--- config.mk ---
export PLATFORM = sky130hd
export DESIGN_NAME = uart_parity_unit
export DESIGN_NICKNAME = d
export VERILOG_FILES = /design/src/rtl/uart_parity_unit.sv
export SDC_FILE = /design/constraint.sdc
export NUM_CORES = 1
export LEC_CHECK = 0
export CELL_PAD_IN_SITES_DETAIL_PLACEMENT = 0
export CELL_PAD_IN_SITES_GLOBAL_PLACEMENT = 1
export CORE_ASPECT_RATIO = 0.5
export CORE_MARGIN = 5
export CORE_UTILIZATION = 38
export DETAILED_ROUTE_END_ITERATION = 8
export PLACE_DENSITY_LB_ADDON = 0.1
export SYNTH_ARGS = -nofsm -noshare
export SYNTH_HDL_FRONTEND = slang
export SYNTH_SLANG_ARGS = --single-unit
--- constraint.sdc ---
create_clock -name CLK -period 4 [get_ports CLK]
set_clock_uncertainty 0.2 [all_clocks]
set_input_delay 0.6 -clock CLK [delete_from_list [all_inputs] [get_ports CLK]]
set_output_delay 0.6 -clock CLK [all_outputs]
set_load 0.05 [all_outputs]
--- src/rtl/uart_parity_unit.sv ---
// UART parity engine: registered TX parity generation from a parallel word and
// bit-serial RX parity checking against a configuration latched at frame start.
module uart_parity_unit #(
   parameter int DATA_WIDTH = 8,
   parameter int LEN_WIDTH  = $clog2(DATA_WIDTH + 1)
) (
   input  logic                  CLK,
   input  logic                  RST,
   input  logic                  par_en,
   input  logic [1:0]            PAR_TYP,
   input  logic [LEN_WIDTH-1:0]  data_len,
   input  logic                  load,
   input  logic [DATA_WIDTH-1:0] P_DATA,
   output logic                  par_bit,
   output logic                  par_valid,
   input  logic                  rx_start,
   input  logic                  rx_bit_vld,
   input  logic                  rx_bit,
   output logic                  chk_done,
   output logic                  par_err
);

   typedef enum logic [1:0] {
      RX_IDLE = 2'b00,
      RX_DATA = 2'b01,
      RX_PAR  = 2'b10
   } rx_state_t;

   localparam logic [LEN_WIDTH-1:0] MAX_LEN = LEN_WIDTH'(DATA_WIDTH);

   // A length of zero or beyond the word width means "use the full word".
   function automatic logic [LEN_WIDTH-1:0] norm_len(input logic [LEN_WIDTH-1:0] l);
      if ((l == '0) || (l > MAX_LEN)) return MAX_LEN;
      return l;
   endfunction

   function automatic logic exp_par(input logic x, input logic [1:0] t);
      case (t)
         2'b00:   return x;
         2'b01:   return ~x;
         2'b10:   return 1'b1;
         default: return 1'b0;
      endcase
   endfunction

   logic [LEN_WIDTH-1:0]  tx_len;
   logic [DATA_WIDTH-1:0] tx_mask;
   logic                  par_bit_q, par_bit_d;
   logic                  par_valid_q, par_valid_d;

   rx_state_t             state_q, state_d;
   logic                  acc_q, acc_d;
   logic [LEN_WIDTH-1:0]  cnt_q, cnt_d;
   logic [LEN_WIDTH-1:0]  len_q, len_d;
   logic [1:0]            typ_q, typ_d;
   logic                  en_q, en_d;
   logic                  chk_done_q, chk_done_d;
   logic                  par_err_q, par_err_d;
   logic [LEN_WIDTH-1:0]  cnt_inc;

   always_comb begin
      tx_len = norm_len(data_len);
      for (int i = 0; i < DATA_WIDTH; i++) begin
         tx_mask[i] = (LEN_WIDTH'(i) < tx_len);
      end
   end

   always_comb begin
      par_bit_d   = par_bit_q;
      par_valid_d = par_valid_q;
      if (load) begin
         if (par_en) begin
            par_bit_d   = exp_par(^(P_DATA & tx_mask), PAR_TYP);
            par_valid_d = 1'b1;
         end else begin
            par_valid_d = 1'b0;
         end
      end
   end

   always_ff @(posedge CLK or posedge RST) begin
      if (RST) begin
         par_bit_q   <= 1'b0;
         par_valid_q <= 1'b0;
      end else begin
         par_bit_q   <= par_bit_d;
         par_valid_q <= par_valid_d;
      end
   end

   assign cnt_inc = cnt_q + LEN_WIDTH'(1);

   always_comb begin
      state_d    = state_q;
      acc_d      = acc_q;
      cnt_d      = cnt_q;
      len_d      = len_q;
      typ_d      = typ_q;
      en_d       = en_q;
      chk_done_d = 1'b0;
      par_err_d  = par_err_q;
      // A new frame overrides whatever is in flight, including a same-cycle bit.
      if (rx_start) begin
         en_d      = par_en;
         typ_d     = PAR_TYP;
         len_d     = norm_len(data_len);
         acc_d     = 1'b0;
         cnt_d     = '0;
         par_err_d = 1'b0;
         state_d   = RX_DATA;
      end else begin
         case (state_q)
            RX_DATA: begin
               if (rx_bit_vld) begin
                  acc_d = acc_q ^ rx_bit;
                  cnt_d = cnt_inc;
                  if (cnt_inc == len_q) begin
                     if (en_q) begin
                        state_d = RX_PAR;
                     end else begin
                        chk_done_d = 1'b1;
                        state_d    = RX_IDLE;
                     end
                  end
               end
            end
            RX_PAR: begin
               if (rx_bit_vld) begin
                  par_err_d  = (rx_bit != exp_par(acc_q, typ_q));
                  chk_done_d = 1'b1;
                  state_d    = RX_IDLE;
               end
            end
            default: begin
               state_d = RX_IDLE;
            end
         endcase
      end
   end

   always_ff @(posedge CLK or posedge RST) begin
      if (RST) begin
         state_q    <= RX_IDLE;
         acc_q      <= 1'b0;
         cnt_q      <= '0;
         len_q      <= MAX_LEN;
         typ_q      <= 2'b00;
         en_q       <= 1'b0;
         chk_done_q <= 1'b0;
         par_err_q  <= 1'b0;
      end else begin
         state_q    <= state_d;
         acc_q      <= acc_d;
         cnt_q      <= cnt_d;
         len_q      <= len_d;
         typ_q      <= typ_d;
         en_q       <= en_d;
         chk_done_q <= chk_done_d;
         par_err_q  <= par_err_d;
      end
   end

   assign par_bit   = par_bit_q;
   assign par_valid = par_valid_q;
   assign chk_done  = chk_done_q;
   assign par_err   = par_err_q;

endmodule
==> results.md <==
* Initial antenna violation count at 0
* NetSw at 0.140 mW
* Synth Area in Simple Gates at 0.180
* EDFF count, synth at 0
* Synth Register Bits at 18
* Sequential fraction of design power at 0.436
* Minimum clock period at 2.57 ns
* Worst Max-Slew Pin Slew at 0.707 ns
* Wire per inst at 12.0 µm
* Combinational family with the most area after synthesis: simple AND/OR/NAND/NOR gates
* CTS clk-pin slew, worst paths at 0.06 ns
* NumNets Final at 160
* DRC viols at 0
* Drt total wl at 2060 µm
* Total grt overflow at 0
* Top-count cell post-synth: dfrtp_1
* Core Rows at 13
* Syn Inst Count at 110
* Finished Core Util at 0.529
* Slowest-stage cell, CP: clkdlybuf4s50_1
* Post-DP HPWL at 1640 µm
* Reg area at 452 µm²
* Final hold vios at 0
* Pre-CTS setup slack at 1.17 ns
* CTS tree: done
* Crit path DAT at 2.53 ns
* Post-Synth Adder-Cell Area at 0.0350
* Area Growth Syn to Fin at 30.7%
* # diodes at 0
* Tot GR Track Use at 0.113
* Slew Limit Fails at 0
* Hold_ws at 0.285 ns
* Post-DP Area at 1350 µm²
* P per Cell Area at 350 nW/µm²
* Max-cap violations at 0
* Starting DRT DRC Count at 26
* Max incr delay on CP at 0.55 ns
* XOR/XNOR Fraction of Synth Area at 0.114
* Root Buffer: clkbuf_8
* Logic pwr share at 0.265
* Cells taking the most area after synthesis: dfrtp_1 40%, xor2_1 6.5%, xnor2_1 4.9%, mux2_2 4.2%, a21oi_1 3.7%
* RSZ-0062 raised after global routing: no
* Setup TNS at 0 ns
* Multiplexer area fraction after synthesis at 0.0420
* Outcome: completed
* Fillcell total at 247
* Synth Area in Compound Gates at 0.168
* Setup WS post-layout at 1.43 ns
* Clk pwr share at 0.299
* IO Port Bufs at 24
* Most used cell, CP: o211a_1
* Syn_nets at 134
* R2r startpoint: cnt_q[0]$_DFFE_PP0P_
* Starting density of the core at 0.404
* Synth top area share at 0.397
* I/O Pins at 25
* Worst vdd rail ir drop at 155 µV
* Die footprint at 4050 µm²
* Die X-Extent at 85.1 µm
* Detail Route Antenna Nets at 0
* Via/cell ratio at 4.87
* Post-cts gate resize count at 0
* Leak at 0.592 nW
* Vias post-DR at 838
* Max H-tree Level at 1
* Share of cells above drive strength 1 at 0.119
* WP data required at 3.96 ns
* Worst Setup Start Kind: input pin
* Crit. End Element: register
* Chip height at 47.6 µm
* Clock latency on the worst-skew pair at 0.25 ns
* Routability cong. at 0.707
* Crit share post-route at 0.642
* Int Power at 0.351 mW
* CP Max Fanout at 8
* WP buf/inv at 1
* Largest net degree at the start of global routing at 20
* Crit path from: data_len[1]
* Hold buffers post-CTS at 0
* Number of global-route vias before repair at 798
* Fmax at 0.390 GHz
* Cell chain of the critical path: clkdlybuf4s50_1, nor4b_2, nor3_1, o211a_1, o211a_1, o31a_1, o31ai_2
* Final instance area at 1400 µm²
* First-pass GRT wire length at 3510 µm
* Synth async-reset ratio at 1.00
* Synth unique cells at 36
* Area taken by multi-input logic gates at 578 µm²
* Slew headroom at 0.527
* Hold Crit Start: par_bit$_DFFE_PP0P_
* Switch share at 0.286
* Sequential share of the synthesized area at 0.421
* Final number of setup-violating endpoints at 0
* Post-synthesis cell area at 1070 µm²
* Worst hold path type: register to register
* Top FF cell, synth: dfrtp_1
* Post-CTS setup buffer count at 0
* CORE AREA at 2650 µm²
* CP delay by family, top: compound AO/OA/AOI/OAI gates
* Setup CP Type: input pin to register
* Syn_area_per_cell at 9.75 µm²
* Pre-Repair DR Iteration Count at 4
* Yosys warns at 0
* Cell taking the most area after synthesis: dfrtp_1
* Clk sinks at 18
* CTS Buf Count at 3
* CTS Buffer Depth at 2
[kinds of logic after synthesis]
logic type,count (synthesis)
XOR/XNOR,14
AO/OA/AOI/OAI,26
adder cells (fa/ha/maj),3
flip-flops,18
multiplexers,4
AND/OR/NAND/NOR,34
buffers and inverters,11
[flip-flops by register name, summed over array words and instances (netlist names)]
register / count
par_err: 1
acc_q: 1
en_q: 1
par_bit: 1
par_valid: 1
len_q: 4
cnt_q: 4
chk_done: 1
typ_q: 2
state_q: 2
[area by class of cell]
cell class | count | area share
multi-input combinational | 81 | 0.413
sequential | 18 | 0.322
clock buffer | 4 | 0.0393
inverter | 8 | 0.0214
tap | 37 | 0.0330
timing repair buffer | 24 | 0.171
[power by group through the flow]
stage	registers [mW]	clock network (mW)	logic (mW)
after floorplan	0.224	0	0.0784
after global placement	0.217	0	0.131
after detailed placement	0.217	0	0.131
after global routing	0.216	0.161	0.145
after CTS	0.214	0.152	0.132
final	0.214	0.147	0.130
[tightest hold or removal path: stages, from the launching register on]
cell	delay, ns
dfrtp_1	0.34
nand2_1	0.06
o31ai_2	0.05
[layer usage]
metal	part of all wire	global-route usage	up-vias
li1	-	-	442
met1	0.53	0.145	377
met2	0.42	0.190	17
met3	0.041	0.0378	2
met4	0.011	0.0284	0
met5	0	0	-
[layout by cell type, fill, tap and decap left out, types with 2 or more instances in the layout]
cell             netlist  layout
inv_1                  8       8
ha_1                   3       3
a21oi_1                8       8
xor2_1                 8       8
o211a_1                2       2
nand4_1                2       2
nor3_1                 2       2
o22ai_1                2       2
clkdlybuf4s50_1        0      24
xnor2_1                6       6
clkbuf_8               0       4
nor2_1                 8       8
mux2_2                 4       4
a211oi_1               2       2
nand2_1                8       8
o21ai_0                4       4
a21o_1                 2       2
nand3_1                4       4
dfrtp_1               17      17
[per-stage QoR]
step	total power [mW]	instances
floorplan	0.303	110
global placement	0.348	168
detailed placement	0.348	168
CTS	0.498	172
global route	0.523	172
finish	0.491	172
[worst paths after layout]
| kind | slack, ns | end | depth (start not counted) |
|---|---|---|---|
| max in group asynchronous | 2.64 | en_q$_DFFE_PP0P_ | 2 |
| setup reg to reg | 1.88 | chk_done$_DFF_PP0_ | 5 |
| hold reg to reg | 0.28 | par_bit$_DFFE_PP0P_ | 2 |
| min in group asynchronous | 0.54 | cnt_q[3]$_DFFE_PP0P_ | 2 |
| hold / removal | 0.28 | par_bit$_DFFE_PP0P_ | 2 |
| setup / recovery | 1.43 | par_bit$_DFFE_PP0P_ | 7 |
No activity file was read; power rests on OpenSTA's default activity.
